`src/rtl/xcr_xcp_src_cond.sv`:
```
// rtl/xcr_xcp_src_cond.sv - per-source sync, polarity, edge-capture conditioning for the XCR controller
// Optional debounce filter is built when XCR_SRC_DEBOUNCE_EN is defined.
module xcr_xcp_src_cond #(
    parameter int N           = 8,
    parameter int SYNC_STAGES = 2,
    parameter int DB_CYCLES   = 4
) (
    input  logic         clk,
    input  logic         xcp_clr,
    input  logic [N-1:0] src_in,
    input  logic [N-1:0] pol,
    input  logic [N-1:0] mode,
    input  logic [N-1:0] ack,
    input  logic         ovr_clr,
    output logic [N-1:0] xcp_arr,
    output logic [N-1:0] edge_pulse,
    output logic [N-1:0] overrun,
    output logic         ready
);

    localparam int WUW = $clog2(SYNC_STAGES + 1);
    localparam logic [WUW-1:0] WU_LAST = WUW'(SYNC_STAGES);

    if (SYNC_STAGES < 2 || DB_CYCLES < 1) begin : g_bad_param
        $error("xcr_xcp_src_cond: SYNC_STAGES must be >= 2 and DB_CYCLES >= 1");
    end

    logic [N-1:0]   sync_q [SYNC_STAGES];
    logic [N-1:0]   sync_s;
    logic [N-1:0]   filt_q;
    logic [N-1:0]   cond;
    logic [N-1:0]   prev_q;
    logic [N-1:0]   edge_det;
    logic [N-1:0]   pend_q;
    logic [N-1:0]   pend_d;
    logic [N-1:0]   ovr_q;
    logic [N-1:0]   ovr_d;
    logic [N-1:0]   arr_q;
    logic [N-1:0]   arr_d;
    logic [N-1:0]   pulse_q;
    logic [N-1:0]   pulse_d;
    logic [WUW-1:0] wu_q;
    logic           ready_q;

    always_ff @(posedge clk or posedge xcp_clr) begin
        if (xcp_clr) begin
            for (int j = 0; j < SYNC_STAGES; j++) begin
                sync_q[j] <= '0;
            end
        end else begin
            sync_q[0] <= src_in;
            for (int j = 1; j < SYNC_STAGES; j++) begin
                sync_q[j] <= sync_q[j-1];
            end
        end
    end

    assign sync_s = sync_q[SYNC_STAGES-1];

    // The filter stage is a register in both builds; it is the "+1" of the
    // SYNC_STAGES+1 input-to-output latency.
`ifdef XCR_SRC_DEBOUNCE_EN
    localparam int DBW = $clog2(DB_CYCLES + 1);
    localparam logic [DBW-1:0] DB_LAST = DBW'(DB_CYCLES);

    logic [DBW-1:0] db_cnt_q [N];

    always_ff @(posedge clk or posedge xcp_clr) begin
        if (xcp_clr) begin
            filt_q <= '0;
            for (int i = 0; i < N; i++) begin
                db_cnt_q[i] <= '0;
            end
        end else begin
            for (int i = 0; i < N; i++) begin
                if (sync_s[i] == filt_q[i]) begin
                    db_cnt_q[i] <= '0;
                end else if (db_cnt_q[i] == DB_LAST) begin
                    filt_q[i]   <= sync_s[i];
                    db_cnt_q[i] <= '0;
                end else begin
                    db_cnt_q[i] <= db_cnt_q[i] + DBW'(1);
                end
            end
        end
    end
`else
    always_ff @(posedge clk or posedge xcp_clr) begin
        if (xcp_clr) begin
            filt_q <= '0;
        end else begin
            filt_q <= sync_s;
        end
    end
`endif

    assign cond     = ~(filt_q ^ pol);
    assign edge_det = cond & ~prev_q & mode & {N{ready_q}};

    // Set beats ack for pending; set beats ovr_clr for overrun.
    always_comb begin
        pend_d  = (edge_det | (pend_q & ~ack)) & mode & {N{ready_q}};
        ovr_d   = (ovr_q & ~{N{ovr_clr}}) | (edge_det & pend_q & ~ack);
        arr_d   = (mode & pend_d) | (~mode & cond & {N{ready_q}});
        pulse_d = edge_det;
    end

    always_ff @(posedge clk or posedge xcp_clr) begin
        if (xcp_clr) begin
            prev_q  <= '0;
            pend_q  <= '0;
            ovr_q   <= '0;
            arr_q   <= '0;
            pulse_q <= '0;
        end else begin
            prev_q  <= cond;
            pend_q  <= pend_d;
            ovr_q   <= ovr_d;
            arr_q   <= arr_d;
            pulse_q <= pulse_d;
        end
    end

    // Warm-up hides the reset-value transient of the sync/filter chain.
    always_ff @(posedge clk or posedge xcp_clr) begin
        if (xcp_clr) begin
            wu_q    <= '0;
            ready_q <= 1'b0;
        end else if (!ready_q) begin
            if (wu_q == WU_LAST) begin
                ready_q <= 1'b1;
            end else begin
                wu_q <= wu_q + WUW'(1);
            end
        end
    end

    assign xcp_arr    = arr_q;
    assign edge_pulse = pulse_q;
    assign overrun    = ovr_q;
    assign ready      = ready_q;

endmodule
```
`config.mk`:
```
export PLATFORM = sky130hd
export DESIGN_NAME = xcr_xcp_src_cond
export DESIGN_NICKNAME = d
export VERILOG_FILES = /design/src/rtl/xcr_xcp_src_cond.sv
export SDC_FILE = /design/constraint.sdc
export NUM_CORES = 1
export LEC_CHECK = 0
export CELL_PAD_IN_SITES_DETAIL_PLACEMENT = 1
export CELL_PAD_IN_SITES_GLOBAL_PLACEMENT = 1
export CORE_ASPECT_RATIO = 1.4
export CORE_MARGIN = 2
export CORE_UTILIZATION = 28
export DETAILED_ROUTE_END_ITERATION = 10
export PLACE_DENSITY = 0.63
export SYNTH_ARGS = -nofsm -noshare
export SYNTH_HDL_FRONTEND = slang
export SYNTH_SLANG_ARGS = --single-unit
```
`constraint.sdc`:
```
create_clock -name clk -period 3.6 [get_ports clk]
set_clock_uncertainty 0.05 [all_clocks]
set_input_delay 1.08 -clock clk [delete_from_list [all_inputs] [get_ports clk]]
set_output_delay 1.08 -clock clk [all_outputs]
set_load 0.01 [all_outputs]
```
### Word-level counts from Yosys, hierarchy flattened

Cells that the tools add are included.

| word-level totals | value |
|---|---|
| bits in registers | 67 |
| bits of input ports | 35 |
| output and inout port bits | 25 |

| operators by class | value |
|---|---|
| $add $sub $neg | 1 |
| equality and inequality tests | 1 |
| multiplexer cells | 2 |
| bitwise logic cells | 23 |
| reductions and logical operators | 1 |

Operators by type and width:

| cell | number |
|---|---|
| 8-bit AND | 12 |
| 8-bit NOT | 5 |
| 8-bit bitwise OR | 3 |
| 8-bit bitwise XOR | 1 |
| 2-bit by 1-bit adder with 2-bit output (second input constant) | 1 |
| 2-bit equality test (second input constant) | 1 |
| 1-bit two-way mux | 2 |
| 1-bit NOT | 2 |
| 2-bit AND reduction | 1 |

### Depth between registers and ports, before layout

| depth | value |
|---|---|
| word-level depth | 10 |
| gate-level depth with buffers | 6 |
| gate-level depth less buffers | 5 |

### Worst setup path before layout

Ideal clock, no wire load.

| timing path | value |
|---|---|
| kind | input -> register |
| from | input port pol[7] |
| to | register ovr_q[7] (netlist: overrun[7]) |
| arrival time | 1.570 ns |
| required time | 3.454 ns |
| slack | 1.885 ns |
| cell stages on the path | 3 |
| buffers on the path | 0 |
| path through | xnor2_2 -> nand2b_2 -> o32ai_2 |

| on the way | value |
|---|---|
| cells in the longest elaborated chain, start to end | 8 |

RTL lines:

| what | RTL line | RTL |
|---|---|---|
| from (decl) | 11 | `input logic [N-1:0] pol,` |
| 8-bit bitwise XOR | 97 | `assign cond = ~(filt_q ^ pol);` |
| 8-bit NOT | 97 |  |
| 8-bit AND (3 in series) | 98 | `assign edge_det = cond & ~prev_q & mode & {N{ready_q}};` |
| 8-bit AND (2 in series) | 103 | `ovr_d = (ovr_q & ~{N{ovr_clr}}) \| (edge_det & pend_q & ~ack);` |
| 8-bit bitwise OR | 103 |  |
| net ovr_d[7] | 37 | `logic [N-1:0] ovr_d;` |
| to (signal assigned) | 118 | `ovr_q <= ovr_d;` |
| to (decl) | 36 | `logic [N-1:0] ovr_q;` |

The timed path passes the listed nets, and every way through them passes these cells.
A chain may end at the register's enable or synchronous reset.

### Worst setup path after layout

| timing path | value |
|---|---|
| from | register ovr_q[3] (netlist: overrun[3]) |
| to | output port overrun[3] |

RTL lines:

| what | RTL line | RTL |
|---|---|---|
| to (decl) | 17 | `output logic [N-1:0] overrun,` |

No word-level cell between the ends.

==> flow_summary.yaml <==
placement:
  placement.cell_area_um2: 3148
  place_inst: 338
  place_ws_ns: 1.257
  dpl.hpwl_um: 3538
  routabilityCongestion: 0.6970
  placement.io_buffers: 59
cts:
  post_cts.repair.setup_buffers: 0
  cts.hold.buffers_added: 0
  post_cts.resized_instances: 0
  clk-insertion-delay-late_ns: 0.32
  root_buffer: "sky130_fd_sc_hd__clkbuf_16"
  clk_transition_reported_paths_ns: 0.05
  cts_num_sinks: 67
  htree_num_levels: 3
  numCtsBuffers: 9
  tritoncts: "done"
  clock_tree.buffer_depth: 2
sta:
  worst_slack_ns: 1.242
  fmax_ghz: 0.4241
  hold-worst-slack_ns: 0.2954
  period_share_pct: 65.49
  maxSlewViolCount: 0
  slew-limit-headroom_pct: 59.06
  final_hold_viol_count: 0
  post-route-min-period_ns: 2.358
  finalSetupViolCount: 0
  total_neg_setup_slack_ns: 0
  rsz0062_at_grt: "false"
  transition_time_at_the_pin_with_the_least_slew_margin_ns: 0.6132
synthesis:
  ys_warn_count: 0
  synth_area_um2: 2435
  synth_xor_xnor_area_share_pct: 5.704
  ys_top_cells_by_count: "sky130_fd_sc_hd__dfrtp_1 (67), sky130_fd_sc_hd__nand2_1 (25), sky130_fd_sc_hd__inv_1 (12)"
  ys_async_sr_fraction_pct: 100.0
  largest_family_of_logic_cells_by_synthesized_area: "simple AND/OR/NAND/NOR gates"
  syn-num-nets: 211
  synth.yosys.seq_area_share_pct: 68.86
  post_synth_mux_area_share_pct: 0
  most_frequently_used_cell_type_in_the_post_synthesis_netlist: "sky130_fd_sc_hd__dfrtp_1"
  dominantRegCellSynth: "sky130_fd_sc_hd__dfrtp_1"
  post_synthesis_cell_type_with_the_largest_combined_area: "sky130_fd_sc_hd__dfrtp_1"
  syn-mean-instance-area_um2: 13.91
  netlist_top_cells_area: "sky130_fd_sc_hd__dfrtp_1 (69%), sky130_fd_sc_hd__xnor2_2 (5.3%), sky130_fd_sc_hd__o32ai_2 (4.7%)"
  post_synthesis_adder_cell_area_fraction_pct: 0.5139
  synth_compound_gate_area_share_pct: 9.455
  synth_enable_flop_cells: 0
  yosysTopAreaCellShare_pct: 68.86
  post_synth_inst_count: 175
  post_synth_num_cell_types: 21
  yosys_register_bits: 67
  post_synth_and_or_nand_nor_area_fraction_pct: 12.33
final_layout:
  layout.cells.non_filler: 354
  finalCoreUtilization_pct: 40.22
  flow.area_growth_from_synthesis_pct: 40.54
  proportion_of_layout_cells_with_a_drive_suffix_above_1_pct: 16.06
  final_area_um2: 3422
  ant_diodes: 0
  nets: 280
  fillers: 914
floorplan:
  die_area_um2: 9468
  die_width_um: 82.81
  initial_utilization_pct: 28.62
  floorplan.core_area_um2: 8508
  die_h_um: 114.3
  ioPinCount: 60
  rows: 40
min_path:
  hold-path-cell-count: 0
  hold-path-endpoint: "sync_s[5]"
  hold_path.class: "flip-flop to flip-flop"
  worstHoldStart: "sync_q[13]"
worst_setup_path:
  timing.critical_path.fanout_max: 2
  reg2reg_from: "wu_q[0]"
  worst_ep_required_time_ns: 2.47
  type_of_the_worst_setup_path: "flip-flop to output pin"
  timing.critical_path.arrival_ns: 1.23
  cp_slowest_stage_delay_ns: 0.55
  critPathLaunchType: "flip-flop"
  critical_path.top_delay_family: "buffers and inverters"
  crit_path_cell_trace: "clkdlybuf4s50_1"
  crit_slowest_cell: "sky130_fd_sc_hd__clkdlybuf4s50_1"
  end_kind: "output pin"
  critPathBufInv: 1
  ff2ff_path_depth: 5
  r2r_slack_ns: 2.36
  regToRegEndpoint: "wu_q[1]"
grt:
  grt_start_max_net_pins: 31
  via_count_of_the_first_global_routing_pass: 1728
  initial_antenna_violation_count: 0
  grt_overflow_total: 0
  grt_use_total_pct: 11.60
  first_pass_grt_wire_length_um: 8314
route:
  route.antenna.remaining_nets: 0
  drtPass1Iterations: 3
  post_drt_via_cell_ratio: 4.274
  wl_per_cell_um: 13.58
  total_via_count_after_detailed_routing: 1513
  finalWirelength_um: 4809
  first_iter_violations: 42
  drc: 0
power:
  max-vdd-ir-drop_v: 0.0002383
  total_power_mw: 1.796
  power-per-cell-area_nw_per_um2: 524.8
  static-leakage-power_nw: 1.484
flow_run:
  cap_viol_max_count: 0
status:
  outcome: "finished clean"
-- placed cells by master (no fill, tap or decap), drive strengths merged, types with 3 or more instances in the layout --
master	count
dfrtp	67
nand2	25
clkdlybuf4s50	59
clkbuf	14
a21oi	8
nor2	8
buf	3
inv	12
a21boi	7
nand3b	7
xnor2	9
nand2b	14
o32ai	7
-- final cells by class --
cell class	count	area [um^2]	share of cell area, %
clock buffer	14	264.0	7.715
inverter	12	45.04	1.316
multi-input combinational	92	681.9	19.93
clock inverter	2	10.01	0.2925
tap	105	131.4	3.839
sequential	67	1677	48.99
timing repair buffer	62	613.1	17.92
-- layer usage --
| metal | wire length, um | track usage (%) | part of all wire [%] |
|---|---|---|---|
| met2 | 2586 | 19.78 | 54 |
| met3 | 215 | 3.605 | 4.5 |
| met4 | 108 | 6.230 | 2.2 |
| met5 | 0 | 0 | 0 |
| met1 | 1899 | 12.96 | 39 |
-- report_power, final --
group / switching (mW) / leakage [nW] / internal (mW)
clock network: 0.289 / 0.137 / 0.501
registers: 0.0198 / 0.827 / 0.803
logic: 0.0807 / 0.520 / 0.102
-- kinds of logic after synthesis --
family,after synthesis
compound gates,25
fa+ha+maj,1
buf+inv,16
xor+xnor,9
flops,67
simple gates,57
-- sequential cells by signal, indices dropped and copies added (netlist names) --
signal / flops
overrun: 8
pend_q: 8
wu_q: 2
sync_s: 8
filt_q: 8
sync_q: 8
xcp_arr: 8
ready: 1
prev_q: 8
edge_pulse: 8
-- how the worst max path moves through the flow --
stage	start	slack, ns	cells after the start	end
2_1_floorplan	xcp_clr	0.79	1	edge_pulse[0]
3_3_place_gp	xcp_clr	1.30	3	edge_pulse[6]
3_5_place_dp	pol[7]	1.26	4	overrun[7]
4_1_cts	overrun[3]	1.21	1	overrun[3]
5_1_grt	overrun[3]	1.18	1	overrun[3]
6_report	overrun[3]	1.24	1	overrun[3]
Power figures use the tool's default switching activity.
